[src/rtl/vga_timing_pkg.sv]
// Shared VGA timing constants (640x480 @ 60 Hz defaults) and a small decode
// helper. The display generators use the same package, so they agree on totals.
package vga_timing_pkg;

  localparam int COUNT_W = 10;

  localparam int H_ACTIVE_DEF = 640;
  localparam int H_FP_DEF     = 16;
  localparam int H_SYNC_DEF   = 96;
  localparam int H_BP_DEF     = 48;

  localparam int V_ACTIVE_DEF = 480;
  localparam int V_FP_DEF     = 10;
  localparam int V_SYNC_DEF   = 2;
  localparam int V_BP_DEF     = 33;

  localparam int H_TOTAL_DEF = H_ACTIVE_DEF + H_FP_DEF + H_SYNC_DEF + H_BP_DEF;
  localparam int V_TOTAL_DEF = V_ACTIVE_DEF + V_FP_DEF + V_SYNC_DEF + V_BP_DEF;

  localparam int H_SYNC_START_DEF = H_ACTIVE_DEF + H_FP_DEF;
  localparam int H_SYNC_END_DEF   = H_SYNC_START_DEF + H_SYNC_DEF - 1;
  localparam int V_SYNC_START_DEF = V_ACTIVE_DEF + V_FP_DEF;
  localparam int V_SYNC_END_DEF   = V_SYNC_START_DEF + V_SYNC_DEF - 1;

  // True when a count lies inside the inclusive window [lo, hi].
  function automatic logic in_window(input logic [COUNT_W-1:0] value,
                                     input int lo, input int hi);
    return (int'(value) >= lo) && (int'(value) <= hi);
  endfunction

endpackage

[src/rtl/vga_axis_counter.sv]
// One axis of the raster scan: counts 0..TOTAL-1 while enabled and wraps.
// count_next is exposed so the caller can decode registered outputs that line
// up with count itself. carry is high on the enabled cycle that wraps.
module vga_axis_counter #(
  parameter int TOTAL = 800,
  parameter int W     = 10
) (
  input  logic         clk,
  input  logic         rst,
  input  logic         en,
  output logic [W-1:0] count,
  output logic [W-1:0] count_next,
  output logic         carry
);

  localparam logic [W-1:0] LAST = W'(TOTAL - 1);

  // Next value: wrap at LAST; any out-of-range value also collapses to zero.
  always_comb begin
    carry      = en && (count >= LAST);
    count_next = count;
    if (en) begin
      count_next = carry ? '0 : count + W'(1);
    end
  end

  // Count register.
  always_ff @(posedge clk) begin
    if (rst) begin
      count <= '0;
    end else begin
      count <= count_next;
    end
  end

endmodule

[src/rtl/vga_sync_gen.sv]
// VGA sync generator running from a 50 MHz clock with a 25 MHz pixel strobe.
// Counters step on cycles where pix_en is high, so every pixel spans two
// clocks; sync, video_on and frame_start are decoded from the counters' next
// values and registered, so they stay aligned with pixel_count/line_count.
module vga_sync_gen
  import vga_timing_pkg::*;
#(
  parameter int H_ACTIVE = H_ACTIVE_DEF,
  parameter int H_FP     = H_FP_DEF,
  parameter int H_SYNC   = H_SYNC_DEF,
  parameter int H_BP     = H_BP_DEF,
  parameter int V_ACTIVE = V_ACTIVE_DEF,
  parameter int V_FP     = V_FP_DEF,
  parameter int V_SYNC   = V_SYNC_DEF,
  parameter int V_BP     = V_BP_DEF
) (
  input  logic               iCLK,
  input  logic               iRST,
  output logic               pix_en,
  output logic [COUNT_W-1:0] pixel_count,
  output logic [COUNT_W-1:0] line_count,
  output logic               VGA_H_SYNC,
  output logic               VGA_V_SYNC,
  output logic               video_on,
  output logic               frame_start
);

  localparam int H_TOTAL      = H_ACTIVE + H_FP + H_SYNC + H_BP;
  localparam int V_TOTAL      = V_ACTIVE + V_FP + V_SYNC + V_BP;
  localparam int H_SYNC_START = H_ACTIVE + H_FP;
  localparam int H_SYNC_END   = H_SYNC_START + H_SYNC - 1;
  localparam int V_SYNC_START = V_ACTIVE + V_FP;
  localparam int V_SYNC_END   = V_SYNC_START + V_SYNC - 1;

  localparam logic [COUNT_W-1:0] H_ACTIVE_C = COUNT_W'(H_ACTIVE);
  localparam logic [COUNT_W-1:0] V_ACTIVE_C = COUNT_W'(V_ACTIVE);

  logic [COUNT_W-1:0] h_next;
  logic [COUNT_W-1:0] v_next;
  logic               h_carry;
  // End-of-frame carry; nothing downstream needs it at present.
  logic               v_carry_unused;

  vga_axis_counter #(
    .TOTAL (H_TOTAL),
    .W     (COUNT_W)
  ) u_h_counter (
    .clk        (iCLK),
    .rst        (iRST),
    .en         (pix_en),
    .count      (pixel_count),
    .count_next (h_next),
    .carry      (h_carry)
  );

  vga_axis_counter #(
    .TOTAL (V_TOTAL),
    .W     (COUNT_W)
  ) u_v_counter (
    .clk        (iCLK),
    .rst        (iRST),
    .en         (h_carry),
    .count      (line_count),
    .count_next (v_next),
    .carry      (v_carry_unused)
  );

  // Pixel strobe and decoded outputs, registered from the next count values.
  always_ff @(posedge iCLK) begin
    if (iRST) begin
      pix_en      <= 1'b0;
      VGA_H_SYNC  <= 1'b1;
      VGA_V_SYNC  <= 1'b1;
      video_on    <= 1'b0;
      frame_start <= 1'b0;
    end else begin
      pix_en      <= ~pix_en;
      VGA_H_SYNC  <= ~in_window(h_next, H_SYNC_START, H_SYNC_END);
      VGA_V_SYNC  <= ~in_window(v_next, V_SYNC_START, V_SYNC_END);
      video_on    <= (h_next < H_ACTIVE_C) && (v_next < V_ACTIVE_C);
      frame_start <= ~pix_en && (h_next == '0) && (v_next == '0);
    end
  end

endmodule
[config.mk]
export PLATFORM = sky130hd
export DESIGN_NAME = vga_sync_gen
export DESIGN_NICKNAME = d
export VERILOG_FILES = /design/src/rtl/vga_timing_pkg.sv /design/src/rtl/vga_axis_counter.sv /design/src/rtl/vga_sync_gen.sv
export SDC_FILE = /design/constraint.sdc
export NUM_CORES = 1
export LEC_CHECK = 0
export ABC_AREA = 1
export CAP_MARGIN = 20
export CORE_MARGIN = 1
export CORE_UTILIZATION = 35
export CTS_CLUSTER_DIAMETER = 150
export DETAILED_ROUTE_END_ITERATION = 7
export GPL_ROUTABILITY_DRIVEN = 0
export HOLD_SLACK_MARGIN = 0.05
export PLACE_DENSITY_LB_ADDON = 0.15
export SETUP_SLACK_MARGIN = 0.15
export SKIP_LAST_GASP = 1
export SLEW_MARGIN = 20
export SYNTH_ARGS = -nofsm -noshare
export SYNTH_HDL_FRONTEND = slang
export SYNTH_HIERARCHICAL = 1
export SYNTH_SLANG_ARGS = --single-unit
[constraint.sdc]
create_clock -name iCLK -period 2.6 [get_ports iCLK]
set_input_delay 0.52 -clock iCLK [delete_from_list [all_inputs] [get_ports iCLK]]
set_output_delay 0.52 -clock iCLK [all_outputs]
set_load 0.03 [all_outputs]
==> metrics.md, run 1 <==
| Metric | Value |
|---|---|
| Clock power frac | 34.2% |
| Flop pwr share | 57.8% |
| Core area | 0.00380 sq mm |
| Lkg Pwr | 0.884 nW |
| TritonCTS buffer count | 3 |
| Max FO, Critical Path | 11 |
| Worst slew pin tran | 0.520 ns |
| Vias | 1386 |
| CTS Hold Buffers Added | 0 |
| Most frequent cells in the layout | 61 x nand2_1, 36 x nor2_1, 36 x inv_1, 26 x clkdlybuf4s50_1, 25 x nand3_1 |
| Vias in the first global route | 1185 |
| Root Buffer | clkbuf_8 |
| Fin crit period | 2.15 ns |
| Sink Count | 25 |
| Global route overflow | 0 |
| Fin Setup TNS | 0 ns |
| Post-DP HPWL | 2560 microns |
| Ant diodes | 0 |
| Fin nets | 264 |
| Total power density per cell area | 374 mW/mm^2 |
| I/O Pins | 27 |
| CTS tree | done |
| Cell-internal power | 0.519 mW |
| Placed Area | 0.00176 sq mm |
| Core Rows | 22 |
| Die height | 66.0 microns |
| Drt drc | 0 |
| WL/cell | 10.7 microns |
| Psw | 0.159 mW |
| Mapped cell area | 0.00143 sq mm |
| Yosys warnings | 6 |
| CTS max path bufs | 2 |
| ANT nets after route | 0 |
| Fmax | 465 MHz |
| Clk slew on worst S/H paths | 0.09 ns |
| Die area | 0.00435 sq mm |
| Die width | 66.0 microns |
| Worst-Skew Late Latency | 0.27 ns |
| GRT Total Usage | 16.7% |
| Fin cells | 306 |
| Largest net degree at the start of global routing | 14 |
| Setup crit end kind | register |
| Setup violations, final | 0 |
| Antenna violations before repair | 0 |
| Final hold vios | 0 |
| CP dominant cell by count | nand2_1 |
| Status | finished, final reports clean |
| Power Total | 0.678 mW |
| Iter 0 DRT Violations | 59 |
| Required time of the critical path | 2.76 ns |
| Part of the cycle the worst path needs | 82.7% |
| HP Class | register to register |
| Commonest non-fill, non-tap cell in the layout | nand2_1 |
| CP max stage delay | 0.39 ns |
| Final Instance Area | 0.00181 sq mm |
| Initial DRT Pass Iterations | 4 |
| RSZ-0062 raised after global routing | false |
| P&R area growth vs syn | 26.5% |
| Max Cap Viol | 0 |
| Delay-heaviest family, CP | simple AND/OR/NAND/NOR gates |
| Max-slew violations | 0 |
| Sw Share | 23.5% |
| WS Path Type | register to register |
| Routed wire length | 3270 microns |
| Vias/cell | 4.53 |
| Worst Setup Start Kind | register |
| Clk_skew | 0.00374 ns |
| # H-tree levels | 1 |
| Share of total power in combinational logic | 8.0% |
| Syn_area_per_cell | 6.28 sq um |
| First-pass GRT wire length | 5510 microns |
| Slowest CP cell | dfxtp_1 |
| Slew HR | 65.2% |
| Worst Path Arrival | 2.31 ns |
| Cells after Synth | 228 |
| Share of cells above drive strength 1 | 9.30% |
| Port-buffer cells | 26 |
| WP buf/inv | 4 |
| Worst path cell trace | ha_1 -> nand2_1 -> inv_1 -> nand2_1 -> nand2_1 -> nand2_2 -> inv_6 -> inv_1 -> nor2_4 -> nand2_1 -> nand2_1 -> nand3_1 -> inv_1 -> nand3_1 -> nor2_1 -> nor2_1 |
| Starting density of the core | 37.7% |
| Maximum vdd drop | 273 uV |
| Syn_nets | 233 |
| Post-Place Cells | 302 |
-- path summary, 6_finish.rpt --
path                                                      start                         endpoint  slack, ns  depth (start not counted)
worst max-delay path            u_h_counter/count[1]$_SDFF_PP0_              video_on$_SDFF_PP0_       0.45                         16
worst min-delay path            u_h_counter/count[0]$_SDFF_PP0_  u_h_counter/count[0]$_SDFF_PP0_       0.53                          2
worst max register to register  u_h_counter/count[1]$_SDFF_PP0_              video_on$_SDFF_PP0_       0.45                         16
worst min register to register  u_h_counter/count[0]$_SDFF_PP0_  u_h_counter/count[0]$_SDFF_PP0_       0.53                          2
-- registers in the layout, indices dropped and copies added, names as in the netlist --
| name | cells |
|---|---|
| VGA_H_SYNC | 1 |
| VGA_V_SYNC | 1 |
| frame_start | 1 |
| pix_en | 1 |
| u_h_counter/count | 10 |
| u_v_counter/count | 10 |
| video_on | 1 |
-- worst min-delay path, stage by stage (launching register included) --
cell and delay [ns]:
dfxtp_2 0.35, nand2_1 0.08, a21oi_1 0.06
-- area by class of cell --
cell class,count,area [sq um]
clock buffers,4,45.0
fillers,408,1990
inverters,39,151
multi-input cells,162,778
flip-flops and latches,25,502
well taps,48,60.1
repair buffers,28,275
-- through the flow --
step / hold slack [ns] / util [%] / setup WS (ns)
CTS: 0.556 / 47.5 / 0.331
global route: 0.580 / 47.7 / 0.160
detailed placement: 0.541 / 46.3 / 0.347
finish: 0.526 / 47.7 / 0.451
global placement: 0.529 / 46.3 / 0.395
floorplan: 0.588 / - / 0.410
-- metal layers --
| metal | part of all wire (%) | wire length, microns | vias to the layer above | global-route usage (%) |
|---|---|---|---|---|
| met3 | 3.5 | 115 | 2 | 4.14 |
| met5 | 0 | 0 | - | 0 |
| li1 | - | - | 762 | - |
| met2 | 40 | 1320 | 22 | 22.7 |
| met1 | 55 | 1820 | 600 | 25.7 |
| met4 | 0.76 | 25 | 0 | 3.99 |
-- what timing repair did --
item / CTS / global route
setup endpoints to repair: 0 / 3
buffers inserted: 0 / 0
endpoints found under the hold margin: 0 / 0
gates resized for setup: 0 / 3
-- power by group through the flow --
stage	Combinational, mW	Clock [mW]	Sequential, mW
after detailed placement	0.0551	0	0.401
after global routing	0.0600	0.262	0.393
after floorplan	0.0204	0	0.413
after global placement	0.0552	0	0.401
after CTS	0.0553	0.247	0.392
final	0.0542	0.232	0.392
Note: power is estimated with default switching activity, not from simulation.
==> inputs of run 2 (changes only) <==
==> constraint.sdc (replaced) <==
create_clock -name iCLK -period 2.15 [get_ports iCLK]
set_input_delay 0.43 -clock iCLK [delete_from_list [all_inputs] [get_ports iCLK]]
set_output_delay 0.43 -clock iCLK [all_outputs]
set_load 0.03 [all_outputs]
==> metrics.md, run 2 (synthesis gave the netlist of run 1 again) <==
| Metric | Value |
|---|---|
| Fillers | 393 (-3.7%) |
| Worst r2r src | u_h_counter/count[1]$_SDFF_PP0_ |
| Total power density per cell area | 427 mW/mm^2 (+14%) |
| Required time of the critical path | 2.36 ns (-0.40 ns) |
| Most frequent cells in the layout | 60 x nand2_1, 34 x nor2_1, 31 x inv_1, 26 x clkdlybuf4s50_1 |
| Die area | 0.00435 sq mm (unchanged) |
| Share of cells above drive strength 1 | 18.3% (+8.9 points) |
| Slowest CP cell | dfxtp_4 |
| Worst path cell trace | ha_4 -> nand2_2 -> inv_2 -> nand2_1 -> nand2_1 -> nand2_2 -> inv_4 -> clkinvlp_4 -> nor2_4 -> nand3_2 -> nand3_2 -> inv_2 -> nor2_1 -> nand2_1 -> nor2_2 -> nand2_1 -> nor2_2 |
| Wl on met1 | 1870 microns (+2.8%) |
| Worst-Skew Late Latency | 0.26 ns (about the same) |
| CP max stage delay | 0.38 ns (about the same) |
| Fin Setup TNS | 0 ns (unchanged) |
| Max Cap Viol | 0 (unchanged) |
| Max-slew violations | 0 (unchanged) |
| Core Rows | 22 (unchanged) |
| Sink Count | 25 (unchanged) |
| Worst hold endpoint | pix_en$_SDFF_PP0_ |
| Final hold vios | 0 (unchanged) |
| WP buf/inv | 4 (unchanged) |
| Setup crit end kind | register |
| Biggest regs | u_h_counter/count x10, u_v_counter/count x10 |
| Fmax | 522 MHz (+12%) |
| I/O Pins | 27 (unchanged) |
| Ant diodes | 0 (unchanged) |
| Setup violations, final | 0 (unchanged) |
| CTS max path bufs | 2 (unchanged) |
| Reg2reg path depth | 17 (+1) |
| Slew HR | 78.9% (+14 points) |
| Hold Path Depth | 2 (unchanged) |
| Port-buffer cells | 26 (unchanged) |
| Vias/cell | 4.60 (+1.6%) |
| Part of the cycle the worst path needs | 89.2% (+6.5 points) |
| Max FO, Critical Path | 7 (-4) |
| ANT nets after route | 0 (unchanged) |
| Largest net degree at the start of global routing | 14 (unchanged) |
| Die height | 66.0 microns (unchanged) |
| Initial DRT Pass Iterations | 4 (unchanged) |
| GRT Total Usage | 16.9% (+0.14 points) |
| # H-tree levels | 1 (unchanged) |
| Starting density of the core | 37.7% (unchanged) |
| WS Path Type | register to register |
| Worst slew pin tran | 0.315 ns (-0.205 ns) |
| TritonCTS buffer count | 3 (unchanged) |
| Delay-heaviest family, CP | simple AND/OR/NAND/NOR gates |
| Critical Path Stages | 17 (+1) |
| Met3 WL | 97 microns (-16%) |
| P&R area growth vs syn | 34.1% |
| Worst reg2reg endpoint | frame_start$_SDFF_PP0_ |
| Worst Path Arrival | 2.12 ns (-0.19 ns) |
| Met2 wire len | 1370 microns (+4.0%) |
| Die width | 66.0 microns (unchanged) |
| Maximum vdd drop | 320 uV (+17%) |
| Status | finished, final reports clean |
| Iter 0 DRT Violations | 110 (+86%) |
| Hold Slack | 0.548 ns (+0.0219 ns) |
| Vias in the first global route | 1239 (+4.6%) |
| First-pass GRT wire length | 5710 microns (+3.5%) |
| Fin nets | 269 (+1.9%) |
| Post-DP HPWL | 2600 microns (+1.6%) |
| Fin crit period | 1.92 ns (-0.232 ns) |
| Lkg Pwr | 0.902 nW (+2.0%) |
| RSZ-0062 raised after global routing | true |
| Core area | 0.00380 sq mm (unchanged) |
| CP dominant cell by count | nand2_1 |
| Global route overflow | 0 (unchanged) |
| Flop2flop setup slack | 0.23 ns (-0.22 ns) |
| Root Buffer | clkbuf_8 |
| Vias | 1431 (+3.2%) |
| CTS Hold Buffers Added | 0 (unchanged) |
| Commonest non-fill, non-tap cell in the layout | nand2_1 |
| Drt drc | 0 (unchanged) |
| Routed wire length | 3350 microns (+2.4%) |
| Clk slew on worst S/H paths | 0.09 ns (about the same) |
| CTS tree | done |
| Fin util | 50.6% (+2.9 points) |
| CP startpoint | u_h_counter/count[1]$_SDFF_PP0_ |
| Clk_skew | 0.00436 ns (+0.000615 ns) |
| Min-delay src | pix_en$_SDFF_PP0_ |
| WL/cell | 10.8 microns (+0.80%) |
| HP Class | register to register |
| Antenna violations before repair | 0 (unchanged) |
| Max layer used | met4 |
| Worst Setup Start Kind | register |
run 2: cell types whose count changed in the layout (fill, tap and decap cells not counted), moves of 2 or more:
cell and delta:
dfxtp_4 +2, dfxtp_1 -4, nor2_1 -2, inv_2 +4
buf_4 +5, inv_1 -5, dfxtp_2 +2, nand3_1 -5
nand3_2 +5, nor2_4 +2
run 2: metrics by stage:
step                      instances  setup WS, ns  area, sq um  power, mW
after floorplan                 228         0.152         1440      0.525
after global placement          307         0.169         1810      0.553
after detailed placement        307         0.162         1810      0.553
after CTS                       311         0.159         1850      0.833
after global routing            311        0.0674         1920      0.862
final                           311         0.232         1920      0.820
run 2: layout make-up:
cell class              count  area, sq um  area share, %
multi-input cells         162          838           43.6
flip-flops and latches     25          512           26.6
repair buffers             33          313           16.3
inverters                  39          153           7.95
well taps                  48         60.1           3.13
clock buffers               4         45.0           2.35
run 2: how the worst max path moves through the flow:
| stage | end | slack [ns] |
|---|---|---|
| after floorplan | frame_start$_SDFF_PP0_ | 0.15 |
| after global placement | frame_start$_SDFF_PP0_ | 0.17 |
| after detailed placement | frame_start$_SDFF_PP0_ | 0.16 |
| after CTS | frame_start$_SDFF_PP0_ | 0.16 |
| after global routing | VGA_V_SYNC$_SDFF_PP1_ | 0.07 |
| final | frame_start$_SDFF_PP0_ | 0.23 |
run 2: worst min-delay path: stages (launching register included):
cell	delay (ns)
dfxtp_2	0.33
buf_4	0.13
nor2_2	0.05
run 2: power by group:
group / switching [mW] / internal, mW / total, mW
registers: 0.00521 / 0.469 / 0.474
logic: 0.0410 / 0.0274 / 0.0684
clock network: 0.145 / 0.132 / 0.277
run 2: per-layer routing:
layer	vias up	track usage, %
li1	773	-
met1	634	26.4
met2	22	23.7
met3	2	2.93
met4	0	3.19
met5	-	0
run 2: timing repair:
action	CTS	global route
resized for setup	0	20
gates cloned	0	0
endpoints found under the setup margin	1	3
pin swaps	1	13
buffers inserted	0	0
